[src/rtl/period_ctrl_pkg.sv]
// Shared definitions for the period controller: FSM state encoding.
package period_ctrl_pkg;

  localparam logic [1:0] ST_IDLE  = 2'd0;
  localparam logic [1:0] ST_RUN   = 2'd1;
  localparam logic [1:0] ST_PAUSE = 2'd2;

  typedef enum logic [1:0] {
    IDLE  = ST_IDLE,
    RUN   = ST_RUN,
    PAUSE = ST_PAUSE
  } state_t;

endpackage

[src/rtl/period_ctrl_prescaler.sv]
// Down-counting prescaler: reloads max_val after terminal count, freezes when en is low.
module prescaler #(
  parameter int PRE_W = 8
) (
  input  logic             clk,
  input  logic             rst_n,
  input  logic             en,
  input  logic             load,
  input  logic [PRE_W-1:0] max_val,
  output logic             tc
);

  logic [PRE_W-1:0] cnt_r;

  assign tc = (cnt_r == '0);

  // Counter register: load has priority, then count down / reload on terminal count.
  always_ff @(posedge clk or negedge rst_n) begin
    if (!rst_n) begin
      cnt_r <= '0;
    end else if (load) begin
      cnt_r <= max_val;
    end else if (en) begin
      cnt_r <= tc ? max_val : (cnt_r - PRE_W'(1));
    end
  end

endmodule

[src/rtl/period_ctrl.sv]
// Start/stop/pause controller that paces a clear/increment counter and counts its wrap periods.
module period_ctrl
  import period_ctrl_pkg::*;
#(
  parameter int PRE_W = 8,
  parameter int REP_W = 8
) (
  input  logic             clk,
  input  logic             rst_n,
  input  logic             start,
  input  logic             stop,
  input  logic             pause,
  input  logic             mode_oneshot,
  input  logic [PRE_W-1:0] prescale,
  input  logic [REP_W-1:0] reps,
  input  logic             cnt_eq,
  output logic             inc,
  output logic             clr,
  output logic             tick,
  output logic             done,
  output logic             busy,
  output logic [REP_W-1:0] rep_cnt
);

  state_t           state_r, state_s;
  logic [PRE_W-1:0] prescale_q_r;
  logic [REP_W-1:0] reps_q_r;
  logic             oneshot_q_r;
  logic [REP_W-1:0] rep_cnt_r;
  logic             tick_r;
  logic             done_r;

  logic             tc_s;
  logic             start_ok_s;
  logic             strobe_s;
  logic             wrap_s;
  logic             last_s;
  logic [REP_W-1:0] rep_next_s;
  logic [REP_W-1:0] reps_eff_s;
  logic [PRE_W-1:0] pre_max_s;
  logic             inc_s;
  logic             clr_s;

  // While idle the prescaler must load the live input, since the shadow copy is written on the same edge.
  assign pre_max_s  = (state_r == IDLE) ? prescale : prescale_q_r;
  assign start_ok_s = (state_r == IDLE) && start && !stop;
  assign strobe_s   = (state_r == RUN) && tc_s;
  assign wrap_s     = strobe_s && cnt_eq;
  assign rep_next_s = rep_cnt_r + REP_W'(1);
  assign reps_eff_s = (reps_q_r == '0) ? REP_W'(1) : reps_q_r;
  assign last_s     = oneshot_q_r && (rep_next_s == reps_eff_s);

  prescaler #(.PRE_W(PRE_W)) u_prescaler (
    .clk     (clk),
    .rst_n   (rst_n),
    .en      (state_r == RUN),
    .load    (start_ok_s),
    .max_val (pre_max_s),
    .tc      (tc_s)
  );

  // Next-state and counter-strobe decode; stop outranks completion, which outranks pause.
  always_comb begin
    state_s = state_r;
    inc_s   = 1'b0;
    clr_s   = 1'b0;
    case (state_r)
      IDLE: begin
        clr_s = 1'b1;
        if (start_ok_s) begin
          state_s = RUN;
        end else begin
          state_s = IDLE;
        end
      end
      RUN: begin
        inc_s = strobe_s && !cnt_eq;
        clr_s = wrap_s;
        if (stop) begin
          state_s = IDLE;
        end else if (wrap_s && last_s) begin
          state_s = IDLE;
        end else if (pause) begin
          state_s = PAUSE;
        end else begin
          state_s = RUN;
        end
      end
      PAUSE: begin
        if (stop) begin
          state_s = IDLE;
        end else if (!pause) begin
          state_s = RUN;
        end else begin
          state_s = PAUSE;
        end
      end
      default: begin
        state_s = IDLE;
        clr_s   = 1'b1;
      end
    endcase
  end

  // State, shadow and period bookkeeping; a stop on a wrap edge suppresses that wrap's effects.
  always_ff @(posedge clk or negedge rst_n) begin
    if (!rst_n) begin
      state_r      <= IDLE;
      prescale_q_r <= '0;
      reps_q_r     <= '0;
      oneshot_q_r  <= 1'b0;
      rep_cnt_r    <= '0;
      tick_r       <= 1'b0;
      done_r       <= 1'b0;
    end else begin
      state_r <= state_s;
      tick_r  <= 1'b0;
      done_r  <= 1'b0;
      if (start_ok_s) begin
        prescale_q_r <= prescale;
        reps_q_r     <= reps;
        oneshot_q_r  <= mode_oneshot;
        rep_cnt_r    <= '0;
      end else if (wrap_s && !stop) begin
        rep_cnt_r <= rep_next_s;
        tick_r    <= 1'b1;
        done_r    <= last_s;
      end
    end
  end

  assign inc     = inc_s;
  assign clr     = clr_s;
  assign tick    = tick_r;
  assign done    = done_r;
  assign busy    = (state_r != IDLE);
  assign rep_cnt = rep_cnt_r;

endmodule

[config.mk]
export PLATFORM = sky130hd
export DESIGN_NAME = period_ctrl
export DESIGN_NICKNAME = d
export VERILOG_FILES = /design/src/rtl/period_ctrl_pkg.sv /design/src/rtl/period_ctrl_prescaler.sv /design/src/rtl/period_ctrl.sv
export SDC_FILE = /design/constraint.sdc
export NUM_CORES = 1
export LEC_CHECK = 0
export BUFFER_PORTS_ARGS = -buffer_cell sky130_fd_sc_hd__buf_2
export CAP_MARGIN = 20
export CORE_ASPECT_RATIO = 1.5
export CORE_UTILIZATION = 30
export DETAILED_ROUTE_END_ITERATION = 10
export SYNTH_ARGS = -nofsm -noshare
export SYNTH_HDL_FRONTEND = slang
export SYNTH_SLANG_ARGS = --single-unit
[constraint.sdc]
create_clock -name clk -period 2.4 [get_ports clk]
set_input_delay 0.24 -clock clk [delete_from_list [all_inputs] [get_ports clk]]
set_output_delay 0.24 -clock clk [all_outputs]
set_load 0.05 [all_outputs]
==> results.txt <==
die height: 106 um
crit path capture type: output port
number of diodes: 0
unrepaired setup endpoints after global routing: no
Fillers: 686
CP max FO: 5
critical path's top delay family: simple AND/OR/NAND/NOR gates
global route overflow: 0
Starting DRT DRC Count: 74
Ys Warns: 0
Setup TNS: 0 ns
post-CTS sizing: 0
Worst Path Required: 2.16 ns
worst-margin pin slew: 0.844 ns
Cell variety after synth: 48
pwr dens: 784 mW/mm^2
Core ar.: 0.00690 mm^2
critical path's largest stage delay: 0.37 ns
hold_buf cts: 0
Starting Density: 31.1%
Rows: 37
Synth Register Bits: 37
worst vdd rail ir drop: 372 uV
vias in the first global route: 1758
Cell Int Power: 1.28 mW
crit-path cells: inv_1 > ha_1 > nor4b_4 > nand4_1 > nand2_1 > buf_2
outcome: completed
CTS tree: yes
Worst R2R Path Depth: 6
first-pass GRT wire length: 8.51 mm
Die Wd: 71.0 um
Synth area leaders: dfrtp_1 43%, mux2_2 8.4%, o21ai_0 4.9%
min Tclk post-route: 2.24 ns
clock slew at reported path FFs: 0.08 ns
Layout Nets: 275
proportion of synthesized chip area in sequential cells: 43.2%
R2R Path End: u_prescaler.cnt_r[3]
IO buf count: 35
clk_skew: 0.00555 ns
Synth top area share: 43.2%
worst path bufs/invs: 2
Hold Fails Final Rpt: 0
DRT Pass-1 Iters: 8
FF-to-FF setup slack: 0.35 ns
Reg power frac: 46.4%
Layout area overhead: 16.0%
hold slack: 0.0516 ns
CTS root buffer: clkbuf_8
DRC viols: 0
largest net degree at the start of global routing: 38
Worst Hold Class: primary input to asynchronous set/reset pin
Clock Latency Late Sink: 0.29 ns
fmax: 446 MHz
# Post-CTS Setup Buffers: 0
IO Pins: 36
Total Wirelength: 4.98 mm
Synth Instances: 214
Vias: 1713
Synthesized Nets: 240
Reg-to-Reg Start: u_prescaler.cnt_r[0]
synthesized area: 0.00214 mm^2
Clock Tree Buf Depth: 2
share of post-route cells with drive strength above 1: 31.2%
relative slew slack: 43.7%
Post-synth top flop: dfrtp_1
GR Util All Layers: 14.7%
share of synthesized registers carrying an async set or reset: 100%
period utilisation layout: 93.4%
syn_area_per_cell: 10.0 um^2
CTS Sinks: 37
final setup vio count: 0
Post-synth EDFFs: 0
Detail Placement HPWL: 3.69 mm
Final Slew Violations: 0
sw power: 0.670 mW
Via density: 5.22
max cap viols: 0
Die Area: 0.00750 mm^2
number of buffers inserted during clock tree synthesis: 5
WP data arrival: 2.00 ns
Sw Share: 34.4%
LEAKAGE: 1.13 nW
H-tree depth: 2
Clock power frac: 25.0%
WL per Instance: 15.2 um
CP Launch Type: flop
area leader, netlist: dfrtp_1
antenna violations before repair: 0
CP Class: flop to output port
Routed Antenna Nets: 0
crit path max-delay cell type: dfrtp_1
Final GP Congestion: 0.817
Comb pwr share: 28.6%
[sequential cells by signal, indices dropped and copies added (netlist names)]
register	cells
oneshot_q_r	1
prescale_q_r	8
rep_cnt	8
reps_q_r	8
u_prescaler.cnt_r	8
tick	1
done	1
state_r	2
[worst max-delay path by stage]
stage,startpoint,cells past startpoint,end,slack (ns)
global route,u_prescaler.cnt_r[0],6,clr,0.02
finish,u_prescaler.cnt_r[0],6,clr,0.16
global placement,rep_cnt[0],6,state_r[0],0.40
detailed placement,rep_cnt[0],6,state_r[0],0.37
floorplan,rep_cnt[0],6,state_r[0],0.20
CTS,u_prescaler.cnt_r[0],6,clr,0.13
[synth_stat cells, types with 2 or more instances]
cell type and n:
mux2_2 16, nor2_1 7, a211oi_2 2, nor3_1 6, nor4_1 2, xor2_1 7, inv_1 8, a22o_1 2
o21ai_0 21, a21oi_1 8, nand3_1 9, or3_1 2, nand4_1 2, o31ai_1 3, ha_1 3, dfrtp_1 37
buf_2 8, a32o_1 3, nand2_1 24, a31oi_1 5, nand2b_1 4, nor4b_4 2, mux2i_1 3, o22ai_1 2
and3_2 2, xnor2_1 4
[placed cells by master, fill, tap and decap left out, types with 7 or more instances in the layout]
cell type and n:
o21ai_0 21, inv_1 8, xor2_1 7, nand2_1 24
a21oi_1 8, clkbuf_8 7, buf_2 35, nor2_1 7
mux2_2 16, nand3_1 9, dfrtp_1 37
[metal layers]
metal,part of all wire [%],up-vias,GRT usage [%]
li1,-,846,-
met1,42,830,16.7
met2,54,30,27.3
met3,2.4,7,3.25
met4,1.2,0,3.86
met5,0,-,0
[power by group through the flow]
stage / registers, mW / clock network [mW] / logic [mW]
CTS: 0.907 / 0.501 / 0.563
finish: 0.905 / 0.487 / 0.558
floorplan: 0.877 / 0 / 0.455
global placement: 0.916 / 0 / 0.551
global route: 0.932 / 0.528 / 0.630
detailed placement: 0.919 / 0 / 0.559
[final cells by class]
class | instances | area (um^2) | share of cell area (%)
Clock buffer | 7 | 96.3 | 3.87
Clock inverter | 1 | 5.00 | 0.201
Inverter | 8 | 30.0 | 1.21
Multi-Input combinational cell | 160 | 1140 | 46.0
Sequential cell | 37 | 926 | 37.2
Tap cell | 78 | 97.6 | 3.92
Timing Repair Buffer | 37 | 190 | 7.64
[logic make-up (layout without fill, tap and decap cells)]
logic type / Yosys count / after routing / share of synthesized area (%)
XOR/XNOR: 12 / 12 / 5.25
adder cells (fa/ha/maj): 3 / 3 / 1.75
AO/OA/AOI/OAI: 54 / 54 / 16.3
multiplexers: 19 / 19 / 9.80
buffers and inverters: 17 / 53 / 3.50
AND/OR/NAND/NOR: 72 / 72 / 20.2
flip-flops: 37 / 37 / 43.2
[per-stage QoR]
step	instances	area [um^2]	power, mW	setup slack [ns]	util, %
2_1_floorplan	214	2140	1.33	0.198	-
3_3_place_gp	320	2390	1.47	0.401	34.6
3_5_place_dp	320	2390	1.48	0.374	34.6
4_1_cts	328	2490	1.97	0.131	36.1
5_1_grt	328	2490	2.09	0.0205	36.1
6_report	328	2490	1.95	0.158	36.1
(Power assumes the default switching activity.)
